File: config.mk
export PLATFORM = sky130hd
export DESIGN_NAME = toccata_capture_gain
export DESIGN_NICKNAME = d
export VERILOG_FILES = /design/src/rtl/toccata_pkg.sv /design/src/rtl/toccata_capture_chan.sv /design/src/rtl/toccata_capture_gain.sv
export SDC_FILE = /design/constraint.sdc
export NUM_CORES = 1
export LEC_CHECK = 0
export CAP_MARGIN = 20
export CORE_MARGIN = 10
export CORE_UTILIZATION = 50
export DETAILED_ROUTE_END_ITERATION = 6
export GPL_TIMING_DRIVEN = 0
export PLACE_DENSITY_LB_ADDON = 0.05
export SETUP_SLACK_MARGIN = 0.2
export SYNTH_ARGS = -nofsm -noshare
export SYNTH_HDL_FRONTEND = slang
export SYNTH_HIERARCHICAL = 1
export SYNTH_SLANG_ARGS = --single-unit
File: constraint.sdc
create_clock -name clk -period 3.57 [get_ports clk]
set_input_delay 0.714 -clock clk [delete_from_list [all_inputs] [get_ports clk]]
set_output_delay 0.714 -clock clk [all_outputs]
set_load 0.05 [all_outputs]
File: src/rtl/toccata_pkg.sv
`default_nettype none
// ============================================================================
//  Module      : toccata_pkg
//  Description : Shared constants and types for the Toccata capture gain
//                stage: Q4.12 gain factor table, overrange thresholds,
//                overrange level codes and zero-cross FSM states.
//  Revision    : 1.0 - initial release
// ============================================================================
package toccata_pkg;

    // Gain factors, unsigned Q4.12: round(4096 * 10^(1.5*k/20)), k = 0..15
    localparam logic [15:0] c_gain_lut [0:15] = '{
        16'd4096,  16'd4868,  16'd5786,  16'd6876,
        16'd8173,  16'd9713,  16'd11544, 16'd13720,
        16'd16306, 16'd19380, 16'd23034, 16'd27375,
        16'd32536, 16'd38669, 16'd45958, 16'd54621
    };

    // Magnitude thresholds applied to the unsaturated, shifted result
    localparam logic [20:0] c_thr_m1db  = 21'd29204;  // -1 dBFS
    localparam logic [20:0] c_thr_0db   = 21'd32768;  //  0 dBFS
    localparam logic [20:0] c_thr_p1db  = 21'd36765;  // +1 dBFS

    typedef enum logic [1:0] {
        BELOW_M1DB = 2'b00,
        M1_0DB     = 2'b01,
        P0_1DB     = 2'b10,
        CLIPPED    = 2'b11
    } overrange_t;

    typedef enum logic [0:0] {
        ZC_IDLE = 1'b0,
        ZC_WAIT = 1'b1
    } zc_state_t;

    // Map the magnitude of the unsaturated result to its overrange level
    function automatic overrange_t classify(input logic [20:0] mag);
        if (mag < c_thr_m1db)
            classify = BELOW_M1DB;
        else if (mag < c_thr_0db)
            classify = M1_0DB;
        else if (mag <= c_thr_p1db)
            classify = P0_1DB;
        else
            classify = CLIPPED;
    endfunction

endpackage
`default_nettype wire

File: src/rtl/toccata_capture_chan.sv
`default_nettype none
// ============================================================================
//  Module      : toccata_capture_chan
//  Description : One capture channel: active-gain selection (optional
//                zero-cross deferral), Q4.12 multiply, floor shift,
//                16-bit saturation and latched overrange level.
//                Optional feature macro: TOCCATA_CAPTURE_ZC_EN
//  Revision    : 1.0 - initial release
// ============================================================================
module toccata_capture_chan
    import toccata_pkg::*;
#(
    parameter int ZC_TIMEOUT = 256
) (
    input  logic               clk,
    input  logic               rst_n,
    input  logic               i_valid,   // sample accepted this cycle
    input  logic               i_v1,      // product register holds a sample
    input  logic               i_clr,     // clear overrange latch
    input  logic signed [15:0] i_sample,
    input  logic [3:0]         i_gain,
    output logic signed [15:0] o_sample,
    output logic [1:0]         o_ovr
);

    logic [3:0]         w_gain;
    logic signed [32:0] w_a;
    logic signed [32:0] w_b;
    logic signed [32:0] w_prod;
    logic signed [32:0] r_prod;
    logic signed [20:0] w_y;
    logic [20:0]        w_mag;
    logic signed [15:0] w_sat;
    logic [1:0]         w_code;
    logic [1:0]         w_ovr_base;

`ifdef TOCCATA_CAPTURE_ZC_EN
    localparam int CNT_W = $clog2(ZC_TIMEOUT + 1);

    zc_state_t          r_state;
    logic [3:0]         r_active;
    logic [3:0]         r_target;
    logic [CNT_W-1:0]   r_cnt;
    logic signed [15:0] r_prev;
    logic               w_zc;
    logic               w_cnt_done;

    assign w_zc       = (i_sample == 16'sd0) || (i_sample[15] != r_prev[15]);
    assign w_cnt_done = (r_cnt == CNT_W'(ZC_TIMEOUT));

    // The sample that completes a pending change already uses the new gain
    always_comb begin
        w_gain = r_active;
        if (r_state == ZC_WAIT && r_target != r_active && (w_zc || w_cnt_done))
            w_gain = r_target;
    end

    // Zero-cross deferral FSM; advances only on accepted samples
    always_ff @(posedge clk or negedge rst_n) begin
        if (!rst_n) begin
            r_state  <= ZC_IDLE;
            r_active <= 4'd0;
            r_target <= 4'd0;
            r_cnt    <= '0;
            r_prev   <= 16'sd0;
        end else begin
            r_target <= i_gain;
            if (i_valid) begin
                r_prev <= i_sample;
                case (r_state)
                    ZC_IDLE: begin
                        if (r_target != r_active) begin
                            r_state <= ZC_WAIT;
                            r_cnt   <= CNT_W'(1);
                        end
                    end
                    ZC_WAIT: begin
                        if (r_target == r_active) begin
                            r_state <= ZC_IDLE;
                            r_cnt   <= '0;
                        end else if (w_zc || w_cnt_done) begin
                            r_active <= r_target;
                            r_state  <= ZC_IDLE;
                            r_cnt    <= '0;
                        end else begin
                            r_cnt <= r_cnt + CNT_W'(1);
                        end
                    end
                    default: begin
                        r_state <= ZC_IDLE;
                        r_cnt   <= '0;
                    end
                endcase
            end
        end
    end
`else
    // Gain follows the control input directly on every accepted sample
    always_comb begin
        w_gain = i_gain;
    end
`endif

    // Both operands widened to 33 bits so the product is exact
    assign w_a    = {{17{i_sample[15]}}, i_sample};
    assign w_b    = {17'd0, c_gain_lut[w_gain]};
    assign w_prod = w_a * w_b;

    // S1: register the product of each accepted sample
    always_ff @(posedge clk or negedge rst_n) begin
        if (!rst_n)
            r_prod <= 33'sd0;
        else if (i_valid)
            r_prod <= w_prod;
    end

    // Dropping the 12 fraction bits is an arithmetic shift with floor
    assign w_y   = r_prod[32:12];
    assign w_mag = w_y[20] ? 21'(-w_y) : 21'(w_y);

    always_comb begin
        w_sat = w_y[15:0];
        if (w_y > 21'sd32767)
            w_sat = 16'sh7FFF;
        else if (w_y < -21'sd32768)
            w_sat = 16'sh8000;
    end

    assign w_code     = classify(w_mag);
    assign w_ovr_base = i_clr ? 2'b00 : o_ovr;

    // S2: saturated output and overrange latch (clear applies before max)
    always_ff @(posedge clk or negedge rst_n) begin
        if (!rst_n) begin
            o_sample <= 16'sd0;
            o_ovr    <= 2'b00;
        end else if (i_v1) begin
            o_sample <= w_sat;
            o_ovr    <= (w_code > w_ovr_base) ? w_code : w_ovr_base;
        end else if (i_clr) begin
            o_ovr    <= 2'b00;
        end
    end

endmodule
`default_nettype wire

File: src/rtl/toccata_capture_gain.sv
`default_nettype none
// ============================================================================
//  Module      : toccata_capture_gain
//  Description : Stereo capture gain stage (0..+22.5 dB, 1.5 dB steps) with
//                16-bit saturation and latched overrange levels. Two-stage
//                pipeline, one sample pair per cycle, latency 2.
//                Optional feature macro: TOCCATA_CAPTURE_ZC_EN (zero-cross
//                deferred gain changes with ZC_TIMEOUT sample timeout)
//  Revision    : 1.0 - initial release
// ============================================================================
module toccata_capture_gain
    import toccata_pkg::*;
#(
    parameter int ZC_TIMEOUT = 256
) (
    input  logic               clk,
    input  logic               rst_n,
    input  logic               sample_valid_in,
    input  logic signed [15:0] audio_in_left,
    input  logic signed [15:0] audio_in_right,
    input  logic [3:0]         gain_left,
    input  logic [3:0]         gain_right,
    input  logic               overrange_clr,
    output logic               sample_valid_out,
    output logic signed [15:0] audio_out_left,
    output logic signed [15:0] audio_out_right,
    output logic [1:0]         overrange_left,
    output logic [1:0]         overrange_right
);

    logic r_v1;
    logic r_v2;

    // Valid tracking shared by both channels; reset drops in-flight samples
    always_ff @(posedge clk or negedge rst_n) begin
        if (!rst_n) begin
            r_v1 <= 1'b0;
            r_v2 <= 1'b0;
        end else begin
            r_v1 <= sample_valid_in;
            r_v2 <= r_v1;
        end
    end

    assign sample_valid_out = r_v2;

    toccata_capture_chan #(
        .ZC_TIMEOUT (ZC_TIMEOUT)
    ) u_chan_left (
        .clk      (clk),
        .rst_n    (rst_n),
        .i_valid  (sample_valid_in),
        .i_v1     (r_v1),
        .i_clr    (overrange_clr),
        .i_sample (audio_in_left),
        .i_gain   (gain_left),
        .o_sample (audio_out_left),
        .o_ovr    (overrange_left)
    );

    toccata_capture_chan #(
        .ZC_TIMEOUT (ZC_TIMEOUT)
    ) u_chan_right (
        .clk      (clk),
        .rst_n    (rst_n),
        .i_valid  (sample_valid_in),
        .i_v1     (r_v1),
        .i_clr    (overrange_clr),
        .i_sample (audio_in_right),
        .i_gain   (gain_right),
        .o_sample (audio_out_right),
        .o_ovr    (overrange_right)
    );

endmodule
`default_nettype wire

==> results.json <==
{
  "dr.pass1.iters": 5,
  "clk_pin_slew_ns": 0.06,
  "fin_util": 0.640,
  "totalWireLength_um": 64700,
  "rsz0062_at_grt": "true",
  "yosysUniqueCellTypes": 85,
  "viasPerCell": 5.45,
  "hp-class": "in -> async",
  "grt_overflow_total": 0,
  "period_needed_ns": 6.77,
  "slew_headroom": 0.359,
  "syn_to_final_growth_pct": 26.3,
  "cts_inserted_buffers": 9,
  "synth_top_family_by_area": "adder cells",
  "cts_tree": "yes",
  "cp_top_family": "adder cells",
  "die-area_mm2": 0.0538,
  "diodes": 0,
  "synth_area_mm2": 0.0225,
  "synth_xor_area_frac": 0.0195,
  "post-route-period-util": 1.90,
  "synth-main-ff-cell": "dfrtp_1",
  "grt_pass1_wl_um": 105000,
  "core-area_mm2": 0.0443,
  "fp-row-count": 77,
  "critPathMaxStageDelay_ns": 0.57,
  "finalMaxSlewViolations": 0,
  "die-width_um": 232,
  "max_freq_mhz": 148,
  "yosys.area_share.simple": 0.181,
  "violations": "setup timing",
  "grt_max_degree": 62,
  "endpoint_kind": "flop",
  "portBuffers": 78,
  "yosysWarnings": 6,
  "arrival_ns": 6.99,
  "root_buffer": "clkbuf_16",
  "worstMarginPinSlew_ns": 0.949,
  "ys_seq_elements": 80,
  "avgRoutedWirePerCell_um": 18.8,
  "fp.dieH_um": 232,
  "holdWs_ns": 0.259,
  "via_count": 18800,
  "gp_congestion": 0.910,
  "cap_violations": 0,
  "synth_fa_ha_area_frac": 0.490,
  "postLayoutSetupSlackWorst_ns": -3.20,
  "track_usage": 0.242,
  "drcViolationCount": 0,
  "synth_edf_count": 0,
  "io_pins": 81,
  "muxShareOfSynthArea": 0.0232,
  "crit_type": "in -> reg",
  "cts_max_path_buffers": 2,
  "grt_pass1_vias": 20100,
  "cp_slowest_cell": "mux4_2",
  "hold_violations": 0,
  "drive_gt1_frac": 0.223,
  "hpwl_um": 50000,
  "required_ns": 3.80,
  "cts.htree.levels": 3,
  "worstPathMaxFanout": 6,
  "syn_inst": 2574,
  "r2r_cells": 14,
  "dpl-instance-area_mm2": 0.0251,
  "syn_area_per_cell_um2": 8.73,
  "clock_latency_ns": 0.35,
  "outcome": "finished, violations left",
  "setup_viol_count_final": 42,
  "drt-initial-drc-count": 1219,
  "stdcell_count": 3447,
  "cp_num_buf_inv": 7,
  "fin_nets": 3543,
  "async_flop_share": 1.00,
  "synth_compound_area_frac": 0.0916,
  "syn-num-nets": 3266,
  "cp_num_cells": 25,
  "crit_top_cell": "fa_1",
  "antenna_found_initial": 0,
  "cts.sink_count": 80,
  "postLayoutCellArea_mm2": 0.0284,
  "dp_cells": 3245,
  "fill_cells": 3800,
  "drtAntennaViolNets": 0,
  "initial_utilization": 0.507,
  "worst_clock_skew_ns": 0.00852,
  "ys_seq_area_frac": 0.0891,
  "startpoint_type": "input port"
}
## synth_stat cells (8+ instances only)
cell type	instances	share of area
inv_1	500	0.084
fa_1	386	0.34
nand2_1	326	0.054
ha_1	262	0.15
and2_1	227	0.063
clkbuf_1	115	0.019
nor2_1	93	0.016
a21oi_1	81	0.018
dfrtp_1	80	0.089
o21ai_0	69	0.015
mux2_2	34	0.017
xnor2_1	33	0.013
nand3_1	26	0.0058
a21o_1	23	0.0077
o211ai_1	22	0.0073
nor3_1	19	0.0042
xor2_1	17	0.0066
nand2b_1	16	0.0045
nor2b_1	16	0.0045
nand4_1	15	0.0042
a31oi_1	14	0.0039
o31ai_1	14	0.0047
a211oi_1	11	0.0037
or2_2	11	0.0031
mux2i_1	10	0.0045
or3_1	9	0.0025
and3_1	8	0.0022
## cell usage in the layout (no fill, tap or decap), types with 40 or more instances in the layout
| cell type | count |
|---|---|
| ha_1 | 229 |
| a21oi_1 | 56 |
| clkbuf_1 | 40 |
| fa_1 | 359 |
| buf_4 | 147 |
| dfrtp_1 | 77 |
| inv_1 | 466 |
| clkdlybuf4s50_1 | 64 |
| nor2_1 | 80 |
| and2_1 | 217 |
| nand2_1 | 298 |
## metal layers
layer,vias to the layer above,track usage,part of all wire
met5,-,0,0
met1,9456,0.294,0.40
met4,0,0.0749,0.036
met3,117,0.0277,0.043
met2,554,0.439,0.52
li1,8658,-,-
## stage by stage
stage	TNS (ns)	setup WS [ns]
final	-125.67	-3.20
after floorplan	-114.66	-3.10
after global placement	-278.96	-5.22
after detailed placement	-198.57	-5.25
after global routing	-133.60	-3.40
after CTS	-121.93	-3.13
## flip-flops by register name, indices dropped and copies added (netlist names)
name,flops
r_v1,1
sample_valid_out,1
u_chan_left/o_ovr,2
u_chan_left/o_sample,16
u_chan_left/r_prod,21
u_chan_right/o_ovr,2
u_chan_right/o_sample,16
u_chan_right/r_prod,21
## final timing paths
check                           slack (ns)              startpoint                      end
worst max-delay path                 -3.20            gain_left[0]   u_chan_left/r_prod[30]
worst min register to register        0.42                    r_v1         sample_valid_out
min in group clk                      0.42                    r_v1         sample_valid_out
worst min-delay path                  0.26                   rst_n  u_chan_right/r_prod[32]
worst max register to register        0.12  u_chan_left/r_prod[15]     u_chan_left/o_ovr[0]
max in group asynchronous             2.69                   rst_n   u_chan_left/r_prod[12]
## what timing repair did
action | 4_1_cts | 5_1_grt
gates resized for setup | 301 | 137
buffers inserted | 139 | 39
gates cloned | 8 | 1
endpoints found under the setup margin | 44 | 44
hold buffers | 0 | 0
pin swaps | 128 | 88
## cells by family after synthesis
kind of cell	count (synthesis)
AND/OR/NAND/NOR	813
adder cells (fa/ha/maj)	648
buffers and inverters	625
AO/OA/AOI/OAI	312
flip-flops	80
XOR/XNOR	50
multiplexers	46
## area by class of cell
type	instances	area [um^2]	share of cell area
plain buffers	123	1030	0.0364
clock buffers	12	267	0.00939
clock inverters	3	40.0	0.00141
inverters	502	1940	0.0685
multi-input cells	1869	19900	0.701
flip-flops and latches	80	2010	0.0707
well taps	592	741	0.0261
repair buffers	266	2450	0.0863
Power is left out: the tool's default activity adds up to more than one toggle a clock period on the data nets, which glitch-free logic cannot reach.
